$ cat src/rtl/nrisc_pkg.sv
// Shared definitions for the nrisc call/return path: sequencer state encoding,
// stack control strobe codes and default PC width / stack depth.
package nrisc_pkg;

    localparam int TAM_DEF    = 16;
    localparam int NSTACK_DEF = 8;

    typedef enum logic [1:0] {
        CC_IDLE = 2'd0,
        CC_PUSH = 2'd1,
        CC_POP  = 2'd2,
        CC_GAP  = 2'd3
    } cc_state_t;

    localparam logic [1:0] CTRL_NONE = 2'b00;
    localparam logic [1:0] CTRL_PUSH = 2'b01;
    localparam logic [1:0] CTRL_POP  = 2'b10;

endpackage

$ cat src/rtl/call_ctrl_depth_cnt.sv
// Saturating up/down counter tracking how many entries the return stack holds.
// Full/empty flags are decoded from the registered count.
module call_ctrl_depth_cnt #(
    parameter int NStack = 8,
    parameter int DW     = $clog2(NStack + 1)
) (
    input  logic          clk,
    input  logic          rst,
    input  logic          i_inc,
    input  logic          i_dec,
    output logic [DW-1:0] o_count,
    output logic          o_full,
    output logic          o_empty
);

    localparam logic [DW-1:0] MAX_CNT = DW'(NStack);
    localparam logic [DW-1:0] ONE_CNT = {{(DW-1){1'b0}}, 1'b1};

    logic [DW-1:0] r_count;

    // Count moves by one per accepted push/pop and never wraps past 0 or NStack.
    always_ff @(posedge clk) begin
        if (!rst) begin
            r_count <= {DW{1'b0}};
        end else if (i_inc && !i_dec && (r_count != MAX_CNT)) begin
            r_count <= r_count + ONE_CNT;
        end else if (i_dec && !i_inc && (r_count != {DW{1'b0}})) begin
            r_count <= r_count - ONE_CNT;
        end else begin
            r_count <= r_count;
        end
    end

    assign o_count = r_count;
    assign o_full  = (r_count == MAX_CNT);
    assign o_empty = (r_count == {DW{1'b0}});

endmodule

$ cat src/rtl/call_ctrl.sv
// Call/return sequencer: turns CALL/RET/IRQ requests into single-cycle push/pop
// strobes for the return stack, selects the next PC and tracks stack depth.
module call_ctrl
    import nrisc_pkg::*;
#(
    parameter int TAM    = TAM_DEF,
    parameter int NStack = NSTACK_DEF,
    parameter int DW     = $clog2(NStack + 1)
) (
    input  logic           clk,
    input  logic           rst,
    input  logic           call,
    input  logic           ret,
    input  logic           irq,
    input  logic [TAM-1:0] target,
    input  logic [TAM-1:0] irqVector,
    input  logic [TAM-1:0] pc,
    input  logic [2:0]     flags,
    input  logic [TAM-1:0] stackPC,
    input  logic [2:0]     stackFlags,
    output logic [1:0]     ctrl,
    output logic [TAM-1:0] pushPC,
    output logic [2:0]     pushFlags,
    output logic           pcLoad,
    output logic [TAM-1:0] pcNext,
    output logic           flagsLoad,
    output logic [2:0]     flagsRestore,
    output logic           busy,
    output logic [DW-1:0]  depth,
    output logic           overflow,
    output logic           underflow,
    output logic           irqMask
);

    cc_state_t      r_state;
    logic [1:0]     r_ctrl;
    logic [TAM-1:0] r_push_pc;
    logic [2:0]     r_push_flags;
    logic           r_pc_load;
    logic [TAM-1:0] r_pc_next;
    logic           r_flags_load;
    logic [2:0]     r_flags_restore;
    logic           r_busy;
    logic           r_overflow;
    logic           r_underflow;
    logic           r_irq_mask;

    logic           w_full;
    logic           w_empty;
    logic [DW-1:0]  w_depth;
    logic [TAM-1:0] w_pc_inc;
    logic           w_take_irq;
    logic           w_take_ret;
    logic           w_take_call;
    logic           w_ovf_set;
    logic           w_unf_set;

    assign w_pc_inc = pc + {{(TAM-1){1'b0}}, 1'b1};

    // Request arbitration in IDLE; a refused winner blocks lower priorities this cycle.
    always_comb begin
        w_take_irq  = 1'b0;
        w_take_ret  = 1'b0;
        w_take_call = 1'b0;
        w_ovf_set   = 1'b0;
        w_unf_set   = 1'b0;
        if (r_state == CC_IDLE) begin
            if (irq && !r_irq_mask) begin
                if (w_full) begin
                    w_ovf_set = 1'b1;
                end else begin
                    w_take_irq = 1'b1;
                end
            end else if (ret) begin
                if (w_empty) begin
                    w_unf_set = 1'b1;
                end else begin
                    w_take_ret = 1'b1;
                end
            end else if (call) begin
                if (w_full) begin
                    w_ovf_set = 1'b1;
                end else begin
                    w_take_call = 1'b1;
                end
            end else begin
                w_take_irq = 1'b0;
            end
        end else begin
            w_take_irq = 1'b0;
        end
    end

    call_ctrl_depth_cnt #(
        .NStack (NStack),
        .DW     (DW)
    ) u_depth_cnt (
        .clk     (clk),
        .rst     (rst),
        .i_inc   (w_take_irq | w_take_call),
        .i_dec   (w_take_ret),
        .o_count (w_depth),
        .o_full  (w_full),
        .o_empty (w_empty)
    );

    // Sequencer FSM: strobes are registered on entry to PUSH/POP and dropped in GAP.
    always_ff @(posedge clk) begin
        if (!rst) begin
            r_state         <= CC_IDLE;
            r_ctrl          <= CTRL_NONE;
            r_push_pc       <= {TAM{1'b0}};
            r_push_flags    <= 3'b000;
            r_pc_load       <= 1'b0;
            r_pc_next       <= {TAM{1'b0}};
            r_flags_load    <= 1'b0;
            r_flags_restore <= 3'b000;
            r_busy          <= 1'b0;
            r_overflow      <= 1'b0;
            r_underflow     <= 1'b0;
            r_irq_mask      <= 1'b0;
        end else begin
            r_overflow  <= r_overflow | w_ovf_set;
            r_underflow <= r_underflow | w_unf_set;
            case (r_state)
                CC_IDLE: begin
                    if (w_take_irq || w_take_call) begin
                        r_push_pc    <= w_take_irq ? pc : w_pc_inc;
                        r_push_flags <= flags;
                        r_pc_next    <= w_take_irq ? irqVector : target;
                        r_irq_mask   <= r_irq_mask | w_take_irq;
                        r_ctrl       <= CTRL_PUSH;
                        r_pc_load    <= 1'b1;
                        r_flags_load <= 1'b0;
                        r_busy       <= 1'b1;
                        r_state      <= CC_PUSH;
                    end else if (w_take_ret) begin
                        r_pc_next       <= stackPC;
                        r_flags_restore <= stackFlags;
                        r_irq_mask      <= 1'b0;
                        r_ctrl          <= CTRL_POP;
                        r_pc_load       <= 1'b1;
                        r_flags_load    <= 1'b1;
                        r_busy          <= 1'b1;
                        r_state         <= CC_POP;
                    end else begin
                        r_ctrl       <= CTRL_NONE;
                        r_pc_load    <= 1'b0;
                        r_flags_load <= 1'b0;
                        r_busy       <= 1'b0;
                        r_state      <= CC_IDLE;
                    end
                end
                CC_PUSH, CC_POP: begin
                    r_ctrl       <= CTRL_NONE;
                    r_pc_load    <= 1'b0;
                    r_flags_load <= 1'b0;
                    r_busy       <= 1'b1;
                    r_state      <= CC_GAP;
                end
                CC_GAP: begin
                    r_ctrl       <= CTRL_NONE;
                    r_pc_load    <= 1'b0;
                    r_flags_load <= 1'b0;
                    r_busy       <= 1'b0;
                    r_state      <= CC_IDLE;
                end
                default: begin
                    r_ctrl       <= CTRL_NONE;
                    r_pc_load    <= 1'b0;
                    r_flags_load <= 1'b0;
                    r_busy       <= 1'b0;
                    r_state      <= CC_IDLE;
                end
            endcase
        end
    end

    assign ctrl         = r_ctrl;
    assign pushPC       = r_push_pc;
    assign pushFlags    = r_push_flags;
    assign pcLoad       = r_pc_load;
    assign pcNext       = r_pc_next;
    assign flagsLoad    = r_flags_load;
    assign flagsRestore = r_flags_restore;
    assign busy         = r_busy;
    assign depth        = w_depth;
    assign overflow     = r_overflow;
    assign underflow    = r_underflow;
    assign irqMask      = r_irq_mask;

endmodule

$ cat config.mk
export PLATFORM = sky130hd
export DESIGN_NAME = call_ctrl
export DESIGN_NICKNAME = d
export VERILOG_FILES = /design/src/rtl/nrisc_pkg.sv /design/src/rtl/call_ctrl_depth_cnt.sv /design/src/rtl/call_ctrl.sv
export SDC_FILE = /design/constraint.sdc
export NUM_CORES = 1
export LEC_CHECK = 0
export CORE_ASPECT_RATIO = 0.75
export CORE_MARGIN = 3
export CORE_UTILIZATION = 44
export DETAILED_ROUTE_END_ITERATION = 8
export PLACE_DENSITY = 0.86
export SETUP_SLACK_MARGIN = 0.5
export SYNTH_ARGS = -nofsm -noshare
export SYNTH_HDL_FRONTEND = slang
export SYNTH_SLANG_ARGS = --single-unit
$ cat constraint.sdc
create_clock -name clk -period 4.96 [get_ports clk]
set_input_delay 1.488 -clock clk [delete_from_list [all_inputs] [get_ports clk]]
set_output_delay 1.488 -clock clk [all_outputs]
set_load 0.05 [all_outputs]
## Word level (Yosys, flattened, before mapping)

Cells that the tools add are included.

| word-level totals | value |
|---|---|
| flip-flop bits (word level) | 52 |
| word-level logic and storage cells | 83 |
| output and inout bits | 50 |
| input bits | 75 |

| cells by class | value |
|---|---|
| bitwise operators | 5 |
| muxes and demuxes | 38 |
| add/sub/neg operators | 3 |
| reduce and logical (&&, ||, !) cells | 19 |
| eq/ne operators | 5 |

Operators by type and width:

| kind | number |
|---|---|
| $mux W16 | 4 |
| $mux W1 | 25 |
| $add A16 B1 Y16 const B | 1 |
| $mux W4 | 2 |
| $pmux W2 S3 | 1 |
| $logic_and A1 B1 Y1 | 5 |
| $add A4 B1 Y4 const B | 1 |
| $eq A2 B2 Y1 const B | 2 |
| $eq A4 B4 Y1 const B | 1 |
| $logic_not A4 Y1 | 1 |
| $mux W2 | 2 |
| $ne A4 B4 Y1 const B | 1 |
| $or A1 B1 Y1 | 4 |
| $pmux W1 S2 | 2 |
| $pmux W2 S2 | 1 |
| $reduce_and A2 Y1 | 2 |
| $reduce_bool A2 Y1 | 2 |
| $reduce_bool A4 Y1 | 1 |
| $sub A4 B1 Y4 const B | 1 |
| $logic_not A1 Y1 | 3 |
| $pmux W1 S3 | 1 |
| $reduce_and A3 Y1 | 1 |
| $reduce_or A3 Y1 | 1 |
| $eq A2 B1 Y1 const B | 1 |
| 4 further kinds | 4 |

## Depth between registers and ports, before layout

Gate-level depths: netlist (run 1).

| depth | value |
|---|---|
| depth in word-level cells | 12 |
| mapped depth | 11 |
| gate-level depth less buffers | 10 |

## By module

A second synthesis (run 1) with hierarchy kept.

| unflattened totals | value |
|---|---|
| cell total of the unflattened synthesis | 326 |
| area total of the unflattened synthesis | 2586.2 um2 |

By module, submodules not included:

| module | cells each | sequential area each (um2) | instances | area each (um2) |
|---|---|---|---|---|
| call_ctrl | 295 | 960.9 | 1 | 2293.4 |
| call_ctrl_depth_cnt | 31 | 80.1 | 1 | 292.8 |

## Least setup slack after synthesis (run 1)

No wires, ideal clock.

| path | value |
|---|---|
| path type | input port to flip-flop |
| from | in ret |
| to | reg u_depth_cnt.r_count[3], in the netlist u_depth_cnt.o_count[3] |
| required time | 4888 ps |
| setup time | 72 ps |
| cell stages on the path | 9 |
| path slack | 1397 ps |
| buffers on the path | 1 |
| arrival | 3491 ps |
| cells stage by stage | nand2b_1 > a211oi_1 > inv_1 > buf_4 > ha_1 > a21o_1 > a21oi_1 > mux2i_1 > mux2i_1 |

| between the ends | value |
|---|---|
| word-level cells in the longest chain between the ends | 8 |
| elaborated cells on any way between the ends | 15 |
| those cells by class | 7 x mux; 1 x bitwise; 7 x reduce/logical |

Ends and longest elaborated chain:

| what | line | text |
|---|---|---|
| from (decl) | call_ctrl.sv:13 | `input logic ret,` |
| $mux W1 | call_ctrl.sv:74 | `end else if (ret) begin` |
| $mux W1 | call_ctrl.sv:68 | `if (irq && !r_irq_mask) begin` |
| $mux W1 | call_ctrl.sv:67 | `if (r_state == CC_IDLE) begin` |
| $or A1 B1 Y1 | call_ctrl.sv:100 | `.i_inc (w_take_irq \| w_take_call),` |
| $logic_not A1 Y1 | call_ctrl_depth_cnt.sv:27 | `end else if (i_dec && !i_inc && (r_count != {DW{1'b0}})) begin` |
| $logic_and A1 B1 Y1 (2 in a row) | call_ctrl_depth_cnt.sv:27 |  |
| $reduce_bool A2 Y1 (no line) | n/a |  |
| to (signal assigned) | call_ctrl_depth_cnt.sv:26 | `r_count <= r_count + ONE_CNT;` |
| to (signal assigned) | call_ctrl_depth_cnt.sv:28 | `r_count <= r_count - ONE_CNT;` |
| to (signal assigned) | call_ctrl_depth_cnt.sv:30 | `r_count <= r_count;` |
| to (decl) | call_ctrl_depth_cnt.sv:19 | `logic [DW-1:0] r_count;` |

Several ways; a longest one is shown, not always the timed one.
A chain may end at the register's enable or synchronous reset.

## Final worst setup path (run 1)

Ends and elaborated chain as after synthesis.

==> results of run 1 <==
## registers in the layout, summed over array words and instances, names as in the netlist
register	cells
flagsLoad	1
underflow	1
ctrl	2
irqMask	1
pcLoad	1
u_depth_cnt.o_count	4
flagsRestore	3
busy	1
pushFlags	3
pushPC	16
pcNext	16
r_state	2
overflow	1
## per-layer routing
layer,vias to the layer above,track usage
li1,1316,-
met1,1280,0.274
met2,85,0.376
met3,11,0.0676
met4,0,0.0662
met5,-,0
## through the flow
stage,area [um2],utilization,hold slack (ps),instances
after floorplan,2650,-,555,295
after global placement,3960,0.710,449,479
after detailed placement,3960,0.710,462,479
after CTS,4050,0.726,472,487
after global routing,4050,0.726,501,487
final,4050,0.726,470,487
## cell families after synthesis
group | synth area share
AND/OR/NAND/NOR | 0.181
AO/OA/AOI/OAI | 0.244
multiplexers | 0.0754
XOR/XNOR | 0.0264
flip-flops | 0.392
adder cells (fa/ha/maj) | 0.0405
buffers and inverters | 0.0405
## worst max-delay path, stage by stage
cell             delay (ps)
clkdlybuf4s50_1         410
nand2b_1                210
a211oi_4                270
inv_1                   240
ha_1                    360
a21o_1                  180
a21oi_1                 170
mux2i_1                 230
mux2i_1                 200
## path summary, 6_finish.rpt
kind	to	cells past startpoint
setup / recovery	u_depth_cnt.o_count[3]	9
hold / removal	pushFlags[2]	2
setup reg to reg	u_depth_cnt.o_count[3]	8
hold reg to reg	pushFlags[2]	2
## layout by cell type (no fill, tap or decap), types with 4 or more instances in the layout
cell type and n:
ha_1 7, inv_1 5, a211oi_1 6, clkbuf_8 5
a21oi_1 9, and4_1 5, buf_4 6, o21ai_0 19
o211a_1 7, nand2_1 34, mux2_2 16, a21boi_0 20
dfxtp_1 52, nand3_1 22, nor2_1 5, or3_1 4
clkdlybuf4s50_1 124, xnor2_1 5, a22oi_1 10, nand2b_1 4
## where the power goes
| part | internal [W] | switching (W) | total (W) |
|---|---|---|---|
| logic | 0.000552 | 0.000973 | 0.00152 |
| registers | 0.000568 | 0.0000918 | 0.000660 |
| clock network | 0.0000987 | 0.000141 | 0.000240 |
| total | 0.00122 | 0.00121 | 0.00242 |
## layout make-up
type | count | area [um2]
clock inverters | 3 | 18.8
repair buffers | 130 | 1290
multi-input cells | 217 | 1520
inverters | 5 | 18.8
fillers | 438 | 1530
flip-flops and latches | 52 | 1040
well taps | 75 | 93.8
clock buffers | 5 | 68.8
==> flow_summary.toml, run 1 <==
[clock_tree]
postCtsSetupBuffers = 0
worst_skew_pair.late_latency_ps = 300
cts_buffers = 5
tritoncts = "built"
cts_num_sinks = 52
cts_root_buffer = "clkbuf_8"
h-tree-depth = 2
clk_pin_slew_worst_paths_ps = 90
clock_path_buffers = 2
hold_buffers = 0
cts_resized = 0

[power_and_ir_drop]
total_power_w = 0.00242
power.density_nw_per_um2 = 598
p_leak_nw = 1.55
vdd.ir_drop.worst_uv = 409

[worst_setup_path]
startpoint = "ret"
crit_required_ps = 5200
start_kind = "primary input"
r2r_start = "u_depth_cnt.o_count[0]"
critPathKind = "in2reg"
worstPathArrival_ps = 3760
r2r_slack_ps = 2280
critPathMaxFanout = 13
end_kind = "register"

[routing]
drc_errors = 0
via_count = 2692
ant_nets = 0
drt_iter0_drc = 106
drt-met1-wl_um = 3300
dr_wl_met3_um = 625
routed.top_layer = "met4"
dr.pass1.iters = 4
routed-wl-met2_um = 3770
wl_um = 7780
viasPerCell = 5.53
wl_per_cell_um = 16.0

[logic_synthesis]
synth_cells = 295
synth_area_um2 = 2650
postSynthAreaPerCell_um2 = 9.00
synth-main-ff-cell = "dfxtp_1"
synth-edff-count = 0
async_flop_share = 0
ys_seq_area_frac = 0.392
synth.distinct_cells = 49
synth_area_leaders = "dfxtp_1 39%, mux2_2 6.8%, a21boi_0 5.7%, nand2_1 4.8%, nand3_1 4.1%"
yosysMostFrequentCell = "dfxtp_1"
yosysWarningCount = 0
netlist_top_cells_count = "52 x dfxtp_1, 34 x nand2_1, 22 x nand3_1"
ys_ff_latch = 52
yosys.area.top_type_share = 0.392
syn_nets = 378
synth_top_cell_by_area = "dfxtp_1"

[sta]
setup_viol = 0
clock.fmax_ghz = 0.284
fin_skew_ps = 11.1
grt_setup_unrepaired = "false"
hold_violations = 0
fin_tns_setup_ps = 0
post-route-min-period_ps = 3520
worst_slew_pin_slew_ps = 802
setup_slack_ps = 1440
period_share = 0.709
drv_slew = 0
max_slew_margin = 0.464

[final_layout]
drive_above_1_share = 0.0898
nets = 494
n_antenna_cell = 0
syn_to_final_growth_pct = 52.7

[place]
gp_congestion = 0.791
dp_hpwl_um = 5840
portBuffers = 124
dp_worst_setup_slack_ps = 1120

[global_routing]
grt_overflow = 0
antenna_found_initial = 0
grt_pass1_wl_um = 12200
grt_usage = 0.223
grt_pass1_vias = 2608
grt_max_degree = 61

[floorplan]
core_um2 = 5580
ios = 125
fp.dieH_um = 73.3
start_util = 0.475
die-area_um2 = 7010
die_w_um = 95.7
num_rows = 23

[run_status]
status = "complete, no violations"

[min_path]
hold_path.class = "reg2reg"
min_from = "pushFlags[2]"

[job]
cap_viol_max_count = 0
(Power assumes the default switching activity.)
==> inputs of run 2 (changes only) <==
--- a/config.mk
+++ b/config.mk
@@ -7,9 +7,9 @@
 export LEC_CHECK = 0
 export CORE_ASPECT_RATIO = 0.75
 export CORE_MARGIN = 3
-export CORE_UTILIZATION = 44
+export CORE_UTILIZATION = 41
 export DETAILED_ROUTE_END_ITERATION = 8
-export PLACE_DENSITY = 0.86
+export PLACE_DENSITY = 0.81
 export SETUP_SLACK_MARGIN = 0.5
 export SYNTH_ARGS = -nofsm -noshare
 export SYNTH_HDL_FRONTEND = slang
==> constraint.sdc (replaced) <==
create_clock -name clk -period 3.25 [get_ports clk]
set_input_delay 0.975 -clock clk [delete_from_list [all_inputs] [get_ports clk]]
set_output_delay 0.975 -clock clk [all_outputs]
set_load 0.05 [all_outputs]
==> run 2 against run 1 <==
  * Die area up 6.8%
  * Combinational power rose by 54%
  * Register-to-register slack lost 1300 ps
  * Critical path depth fell by 8
  * Sequential share of layout area fell by 0.51 points
  * Largest power group unchanged
  * Total power grew 60%
  * Clock power grew 120%
  * Sequential power grew 53%
==> flow_summary.toml, run 2 (same netlist as run 1, synthesis figures left out) <==
[run_status]
status = "complete, no violations"

[clock_tree]
cts_buffers = 5
clk_pin_slew_worst_paths_ps = 100
worst_skew_pair.late_latency_ps = 310
hold_buffers = 0
h-tree-depth = 2
tritoncts = "built"
postCtsSetupBuffers = 0
cts_root_buffer = "clkbuf_8"
cts_num_sinks = 52
clock_path_buffers = 2

[final_layout]
n_antenna_cell = 0
nets = 496
final_cell_mix = "121 x clkdlybuf4s50_1, 52 x dfxtp_1, 34 x nand2_1"
drive_above_1_share = 0.106
final_common_cell = "clkdlybuf4s50_1"
syn_to_final_growth_pct = 55.8
design_area_um2 = 4130
stdcell_count = 492

[place]
dp_cells = 484
placed_area_um2 = 3990
gp_congestion = 0.770
dp_hpwl_um = 5770
portBuffers = 124

[floorplan]
ios = 125
die_w_um = 98.9
num_rows = 24
core_um2 = 6040
start_util = 0.440
die-area_um2 = 7480
fp.dieH_um = 75.7

[power_and_ir_drop]
p_comb_frac = 0.602
swShare = 0.475
seqPwrFrac = 0.261
p_leak_nw = 1.61
power_frac_clock = 0.137
p_sw_w = 0.00184
power.density_nw_per_um2 = 939
vdd.ir_drop.worst_uv = 598
internal-power_w = 0.00204

[worst_setup_path]
critPathTopFamily = "buffers and inverters"
crit_required_ps = 2270
slowest_stage = "clkdlybuf4s50_1"
critPathMaxFanout = 8
cp.buffers_inverters = 1
end_kind = "primary output"
max_stage_delay_ps = 880
critPathKind = "reg2out"
worstPathArrival_ps = 1690
cp_cell_sequence = "clkdlybuf4s50_1"
start_kind = "register"

[sta]
max_slew_margin = 0.462
worst_slew_pin_slew_ps = 800
setup_viol = 0
clock.fmax_ghz = 0.376
post-route-min-period_ps = 2660
fin_skew_ps = 12.1
fin_tns_setup_ps = 0
hold_violations = 0
period_share = 0.819
grt_setup_unrepaired = "false"
drv_slew = 0

[routing]
wl_um = 7610
ant_nets = 0
wl_per_cell_um = 15.5
dr.pass1.iters = 4
drt_iter0_drc = 65
drc_errors = 0
viasPerCell = 5.42
via_count = 2666

[job]
cap_viol_max_count = 0

[global_routing]
grt_overflow = 0
grt_pass1_wl_um = 12000
grt_pass1_vias = 2468
grt_max_degree = 61
antenna_found_initial = 0
grt_usage = 0.199

[min_path]
hold_path.class = "reg2reg"
## run 2: final cells by class
class / count / area (um2)
inverter: 5 / 18.8
sequential: 52 / 1040
fill: 532 / 1900
timing repair buffer: 132 / 1300
clock inverter: 3 / 68.8
tap: 78 / 97.6
multi-input combinational: 217 / 1540
clock buffer: 5 / 68.8
## run 2: stage by stage
stage / power [W] / hold WS (ps) / utilization / setup WS (ps)
floorplan: 0.00261 / 555 / - / 514
global route: 0.00411 / 501 / 0.685 / 503
finish: 0.00388 / 472 / 0.685 / 588
global placement: 0.00332 / 446 / 0.661 / 238
detailed placement: 0.00337 / 464 / 0.661 / 131
CTS: 0.00392 / 479 / 0.683 / 509
## run 2: timing repair
| item | CTS | global route |
|---|---|---|
| pin swaps | 1 | 1 |
| cloned | 0 | 0 |
| endpoints found under the setup margin | 2 | 4 |
| gates resized for setup | 1 | 2 |
## run 2: path summary, 6_finish.rpt
kind                          startpoint                     end  slack (ps)  cells past startpoint
hold / removal           flagsRestore[2]         flagsRestore[2]         470                      2
hold reg to reg          flagsRestore[2]         flagsRestore[2]         470                      2
setup / recovery  u_depth_cnt.o_count[0]                depth[0]         590                      1
setup reg to reg              r_state[0]  u_depth_cnt.o_count[2]         990                     10
## run 2: power by group through the flow
| stage | combinational [W] | clock [W] | sequential (W) |
|---|---|---|---|
| floorplan | 0.000850 | 0 | 0.00176 |
| global placement | 0.00230 | 0 | 0.00102 |
| detailed placement | 0.00234 | 0 | 0.00103 |
| CTS | 0.00235 | 0.000549 | 0.00101 |
| global route | 0.00249 | 0.000572 | 0.00105 |
| finish | 0.00234 | 0.000532 | 0.00101 |
## run 2: routing by layer
layer / GRT usage / wire [um]
met3: 0.0640 / 581
met4: 0.0455 / 60
met2: 0.328 / 3580
met1: 0.259 / 3390
met5: 0 / 0
